**src/rtl/fetch_cur_chroma_loader.sv**
```systemverilog
// Chroma current-LCU loader: fetches the U and V planes (32 rows each) into the ping-pong buffer.
// FETCH_CUR_CHROMA_PAD_EN enables bottom-edge row replication for partial LCUs.
module fetch_cur_chroma_loader #(
    parameter int BURST_MAX   = 32,
    parameter int PIXEL_WIDTH = 8
) (
    input  logic                      clk,
    input  logic                      rst,
    input  logic                      sysif_start_i,
    input  logic [6:0]                sysif_lcu_x_i,
    input  logic [6:0]                sysif_lcu_y_i,
    input  logic [12:0]               sysif_pic_height_i,
    output logic                      ext_req_o,
    input  logic                      ext_req_ack_i,
    output logic                      ext_req_plane_o,
    output logic [6:0]                ext_req_x_o,
    output logic [6:0]                ext_req_y_o,
    output logic [5:0]                ext_req_len_o,
    input  logic                      ext_data_valid_i,
    input  logic [32*PIXEL_WIDTH-1:0] ext_data_i,
    output logic                      ext_load_valid_o,
    output logic [5:0]                ext_load_addr_o,
    output logic [32*PIXEL_WIDTH-1:0] ext_load_data_o,
    output logic                      ext_load_done_o,
    output logic                      busy_o,
    output logic                      err_o
);

    typedef enum logic [2:0] {
        IDLE, REQ_U, DAT_U, PAD_U, REQ_V, DAT_V, PAD_V, DONE
    } state_t;

    state_t     state;
    logic [5:0] rows_valid;
    logic [4:0] row;
    logic [5:0] start_rows;

`ifdef FETCH_CUR_CHROMA_PAD_EN
    // Rows left below this LCU's top edge in chroma units; 0 or >=32 means the LCU is full.
    function automatic logic [5:0] calc_rows_valid(input logic [11:0] half_height,
                                                   input logic [6:0]  lcu_y);
        logic [11:0] rem;
        rem = half_height - {lcu_y, 5'b0};
        if (rem == 12'd0 || rem >= 12'(BURST_MAX))
            return 6'(BURST_MAX);
        return rem[5:0];
    endfunction

    logic unused_height_lsb;
    assign unused_height_lsb = sysif_pic_height_i[0];
    assign start_rows = calc_rows_valid(sysif_pic_height_i[12:1], sysif_lcu_y_i);
`else
    logic unused_height;
    assign unused_height = ^sysif_pic_height_i;
    assign start_rows = 6'(BURST_MAX);
`endif

    assign busy_o = (state != IDLE);

    always_ff @(posedge clk or posedge rst) begin
        if (rst) begin
            state            <= IDLE;
            rows_valid       <= '0;
            row              <= '0;
            ext_req_o        <= 1'b0;
            ext_req_plane_o  <= 1'b0;
            ext_req_x_o      <= '0;
            ext_req_y_o      <= '0;
            ext_req_len_o    <= '0;
            ext_load_valid_o <= 1'b0;
            ext_load_addr_o  <= '0;
            ext_load_data_o  <= '0;
            ext_load_done_o  <= 1'b0;
            err_o            <= 1'b0;
        end else begin
            ext_load_valid_o <= 1'b0;
            ext_load_done_o  <= 1'b0;
            if (sysif_start_i && state != IDLE)
                err_o <= 1'b1;

            case (state)
                IDLE: begin
                    if (sysif_start_i) begin
                        ext_req_x_o     <= sysif_lcu_x_i;
                        ext_req_y_o     <= sysif_lcu_y_i;
                        rows_valid      <= start_rows;
                        ext_req_len_o   <= start_rows;
                        ext_req_plane_o <= 1'b0;
                        ext_req_o       <= 1'b1;
                        state           <= REQ_U;
                    end
                end

                REQ_U, REQ_V: begin
                    if (ext_req_ack_i) begin
                        ext_req_o <= 1'b0;
                        row       <= '0;
                        state     <= (state == REQ_U) ? DAT_U : DAT_V;
                    end
                end

                DAT_U, DAT_V: begin
                    if (ext_data_valid_i) begin
                        ext_load_valid_o <= 1'b1;
                        ext_load_addr_o  <= {ext_req_plane_o, row};
                        ext_load_data_o  <= ext_data_i;
                        if (row != 5'd31)
                            row <= row + 5'd1;
                        if ({1'b0, row} == rows_valid - 6'd1) begin
                            if (rows_valid < 6'(BURST_MAX))
                                state <= (state == DAT_U) ? PAD_U : PAD_V;
                            else if (state == DAT_U) begin
                                ext_req_plane_o <= 1'b1;
                                ext_req_o       <= 1'b1;
                                state           <= REQ_V;
                            end else
                                state <= DONE;
                        end
                    end
                end

                // ext_load_data_o still holds the last received row, so padding only advances the address.
                PAD_U, PAD_V: begin
                    ext_load_valid_o <= 1'b1;
                    ext_load_addr_o  <= {ext_req_plane_o, row};
                    if (row == 5'd31) begin
                        if (state == PAD_U) begin
                            ext_req_plane_o <= 1'b1;
                            ext_req_o       <= 1'b1;
                            state           <= REQ_V;
                        end else
                            state <= DONE;
                    end else
                        row <= row + 5'd1;
                end

                // First cycle raises the pulse, second cycle returns to IDLE so busy_o falls after it.
                DONE: begin
                    if (!ext_load_done_o)
                        ext_load_done_o <= 1'b1;
                    else
                        state <= IDLE;
                end

                default: state <= IDLE;
            endcase
        end
    end

endmodule

```
**config.mk**
```make
export PLATFORM = sky130hd
export DESIGN_NAME = fetch_cur_chroma_loader
export DESIGN_NICKNAME = d
export VERILOG_FILES = /design/src/rtl/fetch_cur_chroma_loader.sv
export SDC_FILE = /design/constraint.sdc
export NUM_CORES = 1
export LEC_CHECK = 0
export CAP_MARGIN = 25
export CORE_AREA = 5 5 223 225
export CTS_CLUSTER_DIAMETER = 100
export DETAILED_ROUTE_END_ITERATION = 10
export DIE_AREA = 0 0 228 230
export SETUP_SLACK_MARGIN = 0.2
export SYNTH_ARGS = -nofsm -noshare
export SYNTH_HDL_FRONTEND = slang
export SYNTH_SLANG_ARGS = --single-unit
```
**constraint.sdc**
```tcl
create_clock -name clk -period 10.1 [get_ports clk]
set_clock_uncertainty 0.05 [all_clocks]
set_input_delay 1.515 -clock clk [delete_from_list [all_inputs] [get_ports clk]]
set_output_delay 1.515 -clock clk [all_outputs]
set_load 0.05 [all_outputs]
```
# Yosys cells after proc, flatten, opt, wreduce, memory -nomap -nowiden
# Cells that the tools add are included.
totals:
  ff_bits: 290
  latchBits: 0
  ramBits: 0
  romBits: 0
  in_bits: 288
  output_inout_bits: 288
  elab_cells: 87
  memories: 0
op_classes:
  addsub: 2
  mul: 0
  div: 0
  n_lt_le_gt_ge: 1
  eq_ne: 21
  shift: 0
  n_mux: 34
  n_bitwise: 0
  n_reduce_logical: 17
op_table:
  columns: ["cell", "n"]
  rows:
  - ["$mux 3", 9]
  - ["$ne 2x2->1 const B", 11]
  - ["$mux 5", 4]
  - ["$pmux 3 s5", 1]
  - ["$pmux 5 s3", 1]
  - ["$eq 3x3->1 const B", 4]
  - ["$mux 1", 12]
  - ["$pmux 6 s2", 1]
  - ["$reduce_and 9->1", 1]
  - ["$reduce_bool 3->1", 3]
  - ["$reduce_and 8->1", 1]
  - ["$eq 3x2->1 const B", 2]
  - ["$eq 5x6->1", 1]
  - ["$lt 6x6->1 const B", 1]
  - ["$mux 6", 1]
  - ["$reduce_and 2->1", 3]
  - ["$reduce_and 6->1", 1]
  - ["$reduce_or 2->1", 3]
  - ["$sub 6x1->6 const B", 1]
  - ["$add 5x1->5 const B", 1]
  - ["$eq 5x5->1 const B", 1]
  - ["$ne 5x5->1 const B", 1]
  - ["$reduce_and 5->1", 1]
  - ["$mux 2", 2]
  - ["other kinds (8)", 8]

# Depth between registers and ports, before layout
# Gate-level depths: netlist of the first run.
logic_depth:
  word_depth: 6
  depth_mapped: 7
  depth_no_buf: 7

# Least setup slack after synthesis of the first run
# OpenSTA, ideal clock, no wires.
synth_path:
  path_type: "register -> output"
  start: "reg state[1]"
  end: "out busy_o"
  t_arrival_ns: 1.293
  required_ns: 8.535
  setup_slack_ns: 7.242
  stages_incl_launch_ff: 4
  n_path_buf: 2
  cell_sequence: "dfrtp_1 buf_2 buf_1 or3_1"
synth_via:
  elab_chain_cells: 1
synth_lines:
  columns: ["element", "line_no", "source"]
  rows:
  - ["from (decl)", "33", "state_t state;"]
  - ["from (signal assigned)", "98", "state <= (state == REQ_U) ? DAT_U : DAT_V;"]
  - ["from (signal assigned)", "111", "state <= (state == DAT_U) ? PAD_U : PAD_V;"]
  - ["$reduce_bool 3->1", "58", "assign busy_o = (state != IDLE);"]
  - ["to (decl)", "25", "output logic busy_o,"]
# Every way passes these cells.

# Worst setup path in the final report of the first run
layout_path:
  start: "reg state[2]"
  end: "out busy_o"
# Same word-level chain as after synthesis.

==> results of run 1 <==
layout make-up:
cell class,instances,area [um^2],share of cell area
timing repair buffer,566,5720,0.294
multi-input combinational,357,4550,0.234
clock inverter,9,77.6,0.00399
inverter,7,33.8,0.00174
clock buffer,53,1060,0.0543
tap,615,769,0.0395
sequential,290,7260,0.373
metrics by stage:
step | hold WS, ns | std cells | power [mW] | utilization
after floorplan | 0.450 | 695 | 5.49 | -
after global placement | 0.395 | 1832 | 7.03 | 0.385
after detailed placement | 0.393 | 1832 | 7.05 | 0.385
after CTS | 0.415 | 1894 | 8.37 | 0.409
after global routing | 0.431 | 1897 | 8.60 | 0.411
final | 0.412 | 1897 | 8.26 | 0.411
metal layers:
| metal | up-vias | share of wire |
|---|---|---|
| met2 | 305 | 0.50 |
| met5 | - | 0.00027 |
| li1 | 3568 | - |
| met3 | 72 | 0.070 |
| met1 | 3889 | 0.40 |
| met4 | 2 | 0.031 |
worst max-delay path by stage:
stage	startpoint	to	slack [ns]	depth (start not counted)
global placement	rst	ext_load_data_o[180]	5.67	4
detailed placement	ext_data_valid_i	ext_load_data_o[13]	5.67	4
finish	state[2]	busy_o	6.22	2
CTS	state[2]	busy_o	6.18	2
global route	state[2]	busy_o	6.08	2
floorplan	rst	err_o	0.53	1
worst max-delay path, stage by stage (launching register included):
cell                              delay [ns]
sky130_fd_sc_hd__dfrtp_1                0.75
sky130_fd_sc_hd__or3_1                  0.24
sky130_fd_sc_hd__clkdlybuf4s50_1        0.81
flip-flops by register name (all words and copies together), names as in the netlist, 3 cells and up:
register and cells:
state 3, ext_req_x_o 7, row 5, ext_load_data_o 256
ext_load_addr_o 6, ext_req_y_o 7
logic make-up (layout without fill, tap and decap cells):
family | count (synthesis) | in the layout | synth area share
xor gates and xnor gates | 2 | 2 | 0.00144
other | 1 | 5 | 0.000308
and+or+nand+nor | 38 | 38 | 0.0171
buffers and inverters | 48 | 635 | 0.0338
muxes | 282 | 282 | 0.334
adders and majority gates | 2 | 2 | 0.00205
DFF | 290 | 290 | 0.595
AOI/OAI and AO/OA | 28 | 28 | 0.0163
power by group:
part / switching, mW / leakage (nW) / total, mW / internal (mW)
Clock: 0.494 / 0.563 / 1.24 / 0.749
Sequential: 0.371 / 3.45 / 2.13 / 1.76
Combinational: 2.86 / 4.85 / 4.89 / 2.03
cells in the final DEF, fill, tap and decap left out, types with 3 or more instances in the layout:
cell / netlist / routed
sky130_fd_sc_hd__inv_1: 7 / 6
sky130_fd_sc_hd__nand2b_1: 5 / 5
sky130_fd_sc_hd__conb_1: 1 / 5
sky130_fd_sc_hd__nand2_1: 7 / 7
sky130_fd_sc_hd__buf_4: 6 / 5
sky130_fd_sc_hd__mux2_1: 4 / 4
sky130_fd_sc_hd__a21oi_1: 3 / 3
sky130_fd_sc_hd__clkbuf_16: 0 / 37
sky130_fd_sc_hd__dfrtp_1: 290 / 290
sky130_fd_sc_hd__clkinv_2: 0 / 6
sky130_fd_sc_hd__mux2i_1: 3 / 3
sky130_fd_sc_hd__clkdlybuf4s50_1: 0 / 557
sky130_fd_sc_hd__mux2_2: 38 / 38
sky130_fd_sc_hd__nor2_1: 8 / 8
sky130_fd_sc_hd__o21ai_0: 6 / 6
sky130_fd_sc_hd__clkbuf_1: 2 / 9
sky130_fd_sc_hd__buf_16: 0 / 3
sky130_fd_sc_hd__nor2b_1: 4 / 4
sky130_fd_sc_hd__mux2_4: 236 / 236
sky130_fd_sc_hd__clkbuf_8: 0 / 7
sky130_fd_sc_hd__nand3b_1: 3 / 3
sky130_fd_sc_hd__a31oi_1: 3 / 3
==> metrics.txt, run 1 <==
# TYPE chip_impl_metric gauge
chip_impl_info{name="synthMostInstantiatedCell",value="sky130_fd_sc_hd__dfrtp_1"} 1
chip_impl_metric{name="layout-drive-gt1-share",unit=""} 0.268
chip_impl_metric{name="post_layout_min_period",unit="ns"} 3.88
chip_impl_metric{name="vdd_ir_drop_max",unit="uV"} 207
chip_impl_metric{name="die_h",unit="um"} 230
chip_impl_metric{name="worst_r2r_path_depth",unit=""} 6
chip_impl_metric{name="start_util",unit=""} 0.258
chip_impl_metric{name="critical_path_required",unit="ns"} 8.54
chip_impl_metric{name="grtUsageMet2",unit=""} 0.232
chip_impl_metric{name="ys_types",unit=""} 48
chip_impl_metric{name="h-tree-depth",unit=""} 2
chip_impl_info{name="timing.critical_path.from_type",value="register"} 1
chip_impl_info{name="cts_tree",value="done"} 1
chip_impl_metric{name="worst_tran_pin_value",unit="ns"} 1.03
chip_impl_info{name="holdPathEnd",value="err_o"} 1
chip_impl_metric{name="port_buffers",unit=""} 557
chip_impl_metric{name="synth_seq_cells",unit=""} 290
chip_impl_info{name="hold_path_class",value="reg2reg"} 1
chip_impl_metric{name="finalSetupTns",unit="ns"} 0
chip_impl_info{name="synth_area_leaders",value="sky130_fd_sc_hd__dfrtp_1 60%, sky130_fd_sc_hd__mux2_4 29%, sky130_fd_sc_hd__mux2_2 3.5%"} 1
chip_impl_metric{name="clkLatencyLatePin",unit="ns"} 0.52
chip_impl_metric{name="synth_seq_area_share",unit=""} 0.595
chip_impl_metric{name="grt_start_max_net_pins",unit=""} 122
chip_impl_metric{name="grt_pass1_wl",unit="um"} 55600
chip_impl_metric{name="drt-total-wl",unit="um"} 37000
chip_impl_metric{name="via_count_of_the_first_global_routing_pass",unit=""} 8676
chip_impl_metric{name="grt_use_met3",unit=""} 0.0456
chip_impl_info{name="worst_r2r_startpoint",value="state[2]"} 1
chip_impl_metric{name="fmax",unit="GHz"} 0.257
chip_impl_metric{name="wl_per_cell",unit="um"} 19.5
chip_impl_metric{name="synthesis.instances",unit=""} 691
chip_impl_metric{name="total_clock_buffers_created_by_cts",unit=""} 36
chip_impl_metric{name="yosys_warnings",unit=""} 0
chip_impl_metric{name="post_synth_instance_area",unit="um^2"} 12200
chip_impl_metric{name="design.die.area",unit="um^2"} 52400
chip_impl_info{name="synthDominantAreaCellType",value="sky130_fd_sc_hd__dfrtp_1"} 1
chip_impl_metric{name="overflow",unit=""} 0
chip_impl_metric{name="detail_route.vias_per_cell",unit=""} 4.13
chip_impl_info{name="timing.hold.worst.start",value="err_o"} 1
chip_impl_metric{name="drt_first_pass_iters",unit=""} 4
chip_impl_metric{name="num_vias",unit=""} 7836
chip_impl_metric{name="timing.max_cap.violations",unit=""} 0
chip_impl_info{name="path_class",value="reg2out"} 1
chip_impl_metric{name="worst-path-max-fanout",unit=""} 23
chip_impl_metric{name="dieWidth",unit="um"} 228
chip_impl_metric{name="postCtsSetupBuffers",unit=""} 0
chip_impl_metric{name="half_perimeter_wire_length_of_the_detailed_placement_result",unit="um"} 27100
chip_impl_metric{name="grtUsageTotal",unit=""} 0.135
chip_impl_metric{name="holdPathStages",unit=""} 1
chip_impl_metric{name="fillerInstances",unit=""} 4439
chip_impl_metric{name="drt_iter0_markers",unit=""} 296
chip_impl_info{name="clock_tree_root_buffer_cell",value="sky130_fd_sc_hd__clkbuf_16"} 1
chip_impl_metric{name="pre_cts_ws",unit="ns"} 5.67
chip_impl_metric{name="top_level_ports",unit=""} 576
chip_impl_metric{name="slew_headroom",unit=""} 0.311
chip_impl_metric{name="postSynth.asyncResetShare",unit=""} 1.00
chip_impl_metric{name="final_max_slew_viol_count",unit=""} 0
chip_impl_metric{name="r2r_setup_slack",unit="ns"} 6.79
chip_impl_info{name="commonest_cells_in_the_netlist",value="290 x sky130_fd_sc_hd__dfrtp_1, 236 x sky130_fd_sc_hd__mux2_4, 38 x sky130_fd_sc_hd__mux2_2"} 1
chip_impl_metric{name="place_area",unit="um^2"} 18200
chip_impl_metric{name="synth_enable_flop_cells",unit=""} 0
chip_impl_metric{name="site_rows",unit=""} 80
chip_impl_metric{name="area.growth.synth_to_final",unit="%"} 59.6
chip_impl_metric{name="cts.sink_count",unit=""} 290
chip_impl_metric{name="p_leak",unit="nW"} 8.87
chip_impl_metric{name="drc",unit=""} 0
chip_impl_info{name="worst_setup_path_end_kind",value="primary output"} 1
chip_impl_info{name="grt_most_used_layer",value="met2"} 1
chip_impl_metric{name="final_hold_viol_count",unit=""} 0
chip_impl_metric{name="synth_top_area_share",unit=""} 0.595
chip_impl_metric{name="clock_transition_at_the_register_clock_pins_on_the_worst_setup_and_hold_paths_after_cts",unit="ns"} 0.06
chip_impl_metric{name="coreArea",unit="um^2"} 47300
chip_impl_metric{name="cp.arrival",unit="ns"} 2.32
chip_impl_info{name="outcome",value="completed"} 1
chip_impl_metric{name="num-nets-final",unit=""} 1548
chip_impl_metric{name="fin_crit_sh",unit=""} 0.385
chip_impl_metric{name="post_synth.cell_area_avg",unit="um^2"} 17.6
chip_impl_metric{name="setup_slack",unit="ns"} 6.22
chip_impl_info{name="grt_setup_unrepaired",value="no"} 1
chip_impl_metric{name="ctsResizeCount",unit=""} 0
chip_impl_info{name="endpoint_of_the_worst_slack_reg_to_reg_timing_path",value="ext_load_data_o[13]"} 1
chip_impl_metric{name="route.antenna.remaining_nets",unit=""} 0
chip_impl_metric{name="power.density_cell_area",unit="nW/um^2"} 424
chip_impl_metric{name="final-setup-viol-count",unit=""} 0
chip_impl_metric{name="antenna-diode-count",unit=""} 0
chip_impl_metric{name="gr_util_met1",unit=""} 0.156
chip_impl_metric{name="final_cell_area",unit="um^2"} 19500
chip_impl_metric{name="initial_antenna_violation_count",unit=""} 1
chip_impl_metric{name="globalplace.congestion",unit=""} 0.788
chip_impl_info{name="synth-main-ff-cell",value="sky130_fd_sc_hd__dfrtp_1"} 1
chip_impl_metric{name="cts_hold_repair_buffers",unit=""} 0
chip_impl_metric{name="max-clock-path-buffers",unit=""} 3
Power figures use the tool's default switching activity.
==> run 2, diff against run 1 <==
CORE_AREA = 5 5 219 221   (was 5 5 223 225)
DIE_AREA = 0 0 224 226   (was 0 0 228 230)
clock period = 3.6 ns   (was 10.1 ns; I/O delays follow)
==> run 2 against run 1 <==
Die area fell by 3.5%. Hold slack got worse by 0.0037 ns. Utilization increased by 1.6 points. Final area rose by 0.81%. Setup slack lost 5.6 ns. Total power rose to 2.8 times the previous value. Non-clock buffer count rose by 13. Via count grew 1.4%. Clock power grew to 2.8 times the previous value. Largest cell class unchanged.
==> metrics.txt, run 2 (synthesis results as in run 1) <==
# TYPE chip_impl_metric gauge
chip_impl_metric{name="port_buffers",unit=""} 557
chip_impl_metric{name="grt_pass1_wl",unit="um"} 54700
chip_impl_metric{name="drt_iter0_markers",unit=""} 234
chip_impl_metric{name="area.growth.synth_to_final",unit="%"} 60.9
chip_impl_metric{name="grtUsageTotal",unit=""} 0.138
chip_impl_metric{name="grt_start_max_net_pins",unit=""} 62
chip_impl_metric{name="die_h",unit="um"} 226
chip_impl_metric{name="worst_tran_pin_value",unit="ns"} 0.744
chip_impl_info{name="hold_path_class",value="in2async"} 1
chip_impl_info{name="top_regs",value="ext_load_data_o x256, ext_req_x_o x7, ext_req_y_o x7"} 1
chip_impl_metric{name="h-tree-depth",unit=""} 2
chip_impl_metric{name="cts_hold_repair_buffers",unit=""} 0
chip_impl_metric{name="m1WireLength",unit="um"} 14700
chip_impl_metric{name="fmax",unit="GHz"} 0.340
chip_impl_metric{name="drt-total-wl",unit="um"} 37300
chip_impl_metric{name="pre_cts_ws",unit="ns"} 0.877
chip_impl_info{name="layout.cells.most_common_list",value="557 x sky130_fd_sc_hd__clkdlybuf4s50_1, 290 x sky130_fd_sc_hd__dfrtp_1, 236 x sky130_fd_sc_hd__mux2_4"} 1
chip_impl_metric{name="final_max_slew_viol_count",unit=""} 0
chip_impl_metric{name="cts.sink_count",unit=""} 290
chip_impl_info{name="outcome",value="completed"} 1
chip_impl_metric{name="final-setup-viol-count",unit=""} 0
chip_impl_metric{name="via_count_of_the_first_global_routing_pass",unit=""} 8695
chip_impl_metric{name="initial_antenna_violation_count",unit=""} 1
chip_impl_metric{name="power.total",unit="mW"} 23.3
chip_impl_metric{name="overflow",unit=""} 0
chip_impl_info{name="layout_commonest_cell",value="sky130_fd_sc_hd__clkdlybuf4s50_1"} 1
chip_impl_metric{name="design.die.area",unit="um^2"} 50600
chip_impl_metric{name="drc",unit=""} 0
chip_impl_metric{name="half_perimeter_wire_length_of_the_detailed_placement_result",unit="um"} 27800
chip_impl_metric{name="critical_path_required",unit="ns"} 3.01
chip_impl_metric{name="site_rows",unit=""} 79
chip_impl_metric{name="vdd_ir_drop_max",unit="uV"} 700
chip_impl_metric{name="setup_slack",unit="ns"} 0.661
chip_impl_metric{name="num_vias",unit=""} 7944
chip_impl_info{name="grt_setup_unrepaired",value="no"} 1
chip_impl_metric{name="wl_per_cell",unit="um"} 19.6
chip_impl_metric{name="clkLatencyLatePin",unit="ns"} 0.52
chip_impl_info{name="cts_tree",value="done"} 1
chip_impl_metric{name="max-clock-path-buffers",unit=""} 3
chip_impl_metric{name="layout-drive-gt1-share",unit=""} 0.277
chip_impl_metric{name="drt_first_pass_iters",unit=""} 4
chip_impl_metric{name="final_non_filler_cells",unit=""} 1904
chip_impl_info{name="path_class",value="reg2out"} 1
chip_impl_metric{name="total_clock_buffers_created_by_cts",unit=""} 36
chip_impl_metric{name="coreArea",unit="um^2"} 46000
chip_impl_metric{name="finalSetupTns",unit="ns"} 0
chip_impl_metric{name="postCtsSetupBuffers",unit=""} 0
chip_impl_metric{name="fin_crit_sh",unit=""} 0.816
chip_impl_info{name="top_layer",value="met4"} 1
chip_impl_metric{name="final_hold_viol_count",unit=""} 0
chip_impl_metric{name="timing.max_cap.violations",unit=""} 0
chip_impl_metric{name="clock_transition_at_the_register_clock_pins_on_the_worst_setup_and_hold_paths_after_cts",unit="ns"} 0.06
chip_impl_metric{name="dpl_cells",unit=""} 1840
chip_impl_metric{name="power.density_cell_area",unit="nW/um^2"} 1190
chip_impl_metric{name="detail_route.vias_per_cell",unit=""} 4.17
chip_impl_metric{name="dieWidth",unit="um"} 224
chip_impl_metric{name="top_level_ports",unit=""} 576
chip_impl_metric{name="worst-path-max-fanout",unit=""} 23
chip_impl_metric{name="wl_met2",unit="um"} 18800
chip_impl_metric{name="globalplace.congestion",unit=""} 0.791
chip_impl_metric{name="route.antenna.remaining_nets",unit=""} 0
chip_impl_metric{name="largest_register_ff_count",unit=""} 256
chip_impl_metric{name="cp.arrival",unit="ns"} 2.35
chip_impl_metric{name="route.met3.wl",unit="um"} 2900
chip_impl_metric{name="ctsResizeCount",unit=""} 0
chip_impl_metric{name="p_leak",unit="nW"} 8.95
chip_impl_info{name="top_register",value="ext_load_data_o"} 1
chip_impl_metric{name="start_util",unit=""} 0.265
chip_impl_info{name="timing.critical_path.from_type",value="register"} 1
chip_impl_info{name="clock_tree_root_buffer_cell",value="sky130_fd_sc_hd__clkbuf_16"} 1
chip_impl_metric{name="post_layout_min_period",unit="ns"} 2.94
chip_impl_metric{name="num-nets-final",unit=""} 1561
chip_impl_info{name="worst_setup_path_end_kind",value="primary output"} 1
chip_impl_metric{name="slew_headroom",unit=""} 0.502
run 2: changes by cell type in the layout (fill, tap and decap cells not counted), sizes merged:
cell	previous run	this run
clkinv	7	9
buf	9	22
clkbuf	53	52
diode	0	1
inv	8	7
clkinvlp	0	1
run 2: layer usage:
metal / vias up / GRT usage
met4: 0 / 0.0478
met2: 307 / 0.237
met5: - / 0
li1: 3574 / -
met1: 4004 / 0.164
met3: 59 / 0.0442
run 2: worst paths after layout:
| check | from | endpoint | slack, ns | depth (start not counted) |
|---|---|---|---|---|
| setup / recovery | state[2] | busy_o | 0.66 | 2 |
| hold / removal | rst | ext_load_data_o[19] | 0.41 | 2 |
| setup reg to reg | state[1] | ext_load_data_o[93] | 0.88 | 5 |
| hold reg to reg | err_o | err_o | 0.43 | 1 |
| max in group asynchronous | rst | ext_req_plane_o | 2.23 | 3 |
| min in group clk | err_o | err_o | 0.43 | 1 |
run 2: through the flow:
| step | instance area [um^2] | hold slack, ns | utilization |
|---|---|---|---|
| after floorplan | 12200 | 0.450 | - |
| after global placement | 18500 | 0.414 | 0.402 |
| after detailed placement | 18500 | 0.410 | 0.402 |
| after CTS | 19600 | 0.393 | 0.427 |
| after global routing | 19600 | 0.418 | 0.427 |
| final | 19600 | 0.408 | 0.427 |
run 2: power by group:
| group | switching, mW | total (mW) | internal (mW) | leakage (nW) |
|---|---|---|---|---|
| clock | 1.39 | 3.51 | 2.12 | 0.577 |
| combinational | 8.08 | 13.8 | 5.74 | 4.92 |
| sequential | 1.02 | 5.95 | 4.93 | 3.45 |
| total | 10.5 | 23.3 | 12.8 | 8.95 |
run 2: critical path: stages (launching register included):
cell                              delay (ns)
sky130_fd_sc_hd__dfrtp_1                0.76
sky130_fd_sc_hd__or3_1                  0.24
sky130_fd_sc_hd__clkdlybuf4s50_1        0.83
run 2: cell type report:
class,instances,area (um^2)
clock inverter,11,90.1
multi-input combinational,357,4550
fill,4228,26300
antenna,1,2.50
timing repair buffer,579,5870
sequential,290,7260
tap,607,759
clock buffer,52,1060
inverter,7,30.0
==> variant: new RTL, config.mk and constraints of run 2 <==
Put one more register stage on the output `err_o`, with the module's reset. The value now appears one clock later. The other outputs are not delayed to match.
--- a/src/rtl/fetch_cur_chroma_loader.sv
+++ b/src/rtl/fetch_cur_chroma_loader.sv
@@ -29,6 +29,8 @@
     typedef enum logic [2:0] {
         IDLE, REQ_U, DAT_U, PAD_U, REQ_V, DAT_V, PAD_V, DONE
     } state_t;
+
+    logic err_s0;
 
     state_t     state;
     logic [5:0] rows_valid;
@@ -71,12 +73,12 @@
             ext_load_addr_o  <= '0;
             ext_load_data_o  <= '0;
             ext_load_done_o  <= 1'b0;
-            err_o            <= 1'b0;
+            err_s0           <= 1'b0;
         end else begin
             ext_load_valid_o <= 1'b0;
             ext_load_done_o  <= 1'b0;
             if (sysif_start_i && state != IDLE)
-                err_o <= 1'b1;
+                err_s0 <= 1'b1;
 
             case (state)
                 IDLE: begin
@@ -147,5 +149,13 @@
         end
     end
 
+    always_ff @(posedge clk or posedge rst) begin
+        if (rst) begin
+            err_o <= '0;
+        end else begin
+            err_o <= err_s0;
+        end
+    end
+
 endmodule
 
Function: changed (a bounded check fails within 4 cycles, from zero or initial values and one cycle with rst high).
==> variant against run 2 <==
Power rose by 0.46%. Count of clock-buffer cells in the layout fell by 2. Non-clock buffer count fell by 1. Design area rose by 0.36%. Sequential cell count rose by 1. Area after synthesis rose by 2.3%. Hold slack got worse by 0.072 ns. Clock power rose by 2%. Register-to-register slack improved by 0.10 ns. Wire length rose by 0.36%. Setup slack got worse by 0.25 ns. Via count fell by 0.92%. Largest cell class unchanged.
==> variant: results (changes against run 2) <==
pin count of the biggest net entering global routing 53 (was 62); placed insts 1843 (was 1840); flop2flop setup slack 0.98 ns (was 0.88 ns); GRT met1 Usage 0.1693 (was 0.1643); top layer in use met5 (was met4); Period minus WS final 3.184 ns (was 2.939 ns); r2r startpoint state[2] (was state[1]); Worst EP arrival 2.59 ns (was 2.35 ns); Post-Synth XOR/XNOR Area 0.001405 (was 0.001437); hold path startpoint err_s0; Post-synth top cells dfrtp_1, mux2_4, mux2_2 (unchanged); met1 WL 14770 microns (was 14670 microns); syn_area_per_cell 17.97 sq um (was 17.64 sq um); post-DR wirelength/cell 19.63 microns (was 19.59 microns); synth unique cells 39 (was 48); R2R depth 6 (was 5); vias in the first global route 8624 (was 8695); sequential-to-total area share from yosys stat 0.5839 (was 0.5952); Crit Path Max Fanout 17 (was 23); status finished clean (unchanged); met2 Resource Use GR 0.2396 (was 0.2373); Synth area leaders dfrtp_1, mux2_4, buf_12 (was dfrtp_1, mux2_4, mux2_2); DP Worst Slack 0.9601 ns (was 0.8774 ns); first-pass GRT wire length 55200 microns (was 54650 microns); hold_ws 0.3360 ns (was 0.4084 ns); Lkg Pwr 0.009000 uW (was 0.008954 uW); hpwl dp 28130 microns (was 27760 microns); met2 wire length 19030 microns (was 18750 microns); Hold Crit Class flop to flop (was primary input to asynchronous set/reset pin); Placer Congestion 0.8188 (was 0.7909); fillers 4203 (was 4228); post-synthesis compound-gate area fraction 0.01987 (was 0.01632); gr usage total 0.1407 (was 0.1383); maximum vdd drop 0.6254 mV (was 0.7005 mV); pwr/cell area 1189 nW/um^2 (was 1187 nW/um^2); share of post-route cells with drive strength above 1 0.2802 (was 0.2770); Post-Synth Adder-Cell Area 0.002007 (was 0.002053); met3 wire length 2395 microns (was 2900 microns); setup bufs post-CTS 0 (unchanged); Max-slew headroom 0.5158 (was 0.5024); worst r2r dst ext_load_data_o[21] (was ext_load_data_o[93]); Area after DPL 18520 sq um (was 18460 sq um); fin nets 1564 (was 1561); WL final 37430 microns (was 37300 microns); antenna violations before repair 2 (was 1); met3 Usage GRT 0.03965 (was 0.04420); Iteration-0 DRC Markers 434 (was 234); multiplexer share of the synthesized area 0.3231 (was 0.3337); DR vias 7871 (was 7944)
## variant: cell types whose count changed in the layout (fill, tap and decap cells not counted), sizes merged, moves of 4 or more
cell    before  now
nand3        1    5
inv          7   12
o211ai       1    8
nor2b        4    0
o21ai        7   11
a21oi        4    9
## variant: power by group
group	switching, uW	leakage [uW]	internal [uW]
Clock	1410	0.000585	2170
Combinational	8100	0.00496	5760
Sequential	1020	0.00345	4940
Total	10500	0.00900	12900
## variant: worst max-delay path: stages (launching register included)
cell	delay (ns)
dfrtp_1	0.74
inv_1	0.27
nand3_2	0.21
clkdlybuf4s50_1	0.85
## variant: area by class of cell
| type | count | area share |
|---|---|---|
| Antenna cell | 1 | 0.0001271 |
| Clock buffer | 50 | 0.05306 |
| Clock inverter | 13 | 0.006037 |
| Inverter | 12 | 0.002478 |
| Multi-Input combinational cell | 355 | 0.2300 |
| Sequential cell | 291 | 0.3699 |
| Tap cell | 607 | 0.03857 |
| Timing Repair Buffer | 578 | 0.2998 |
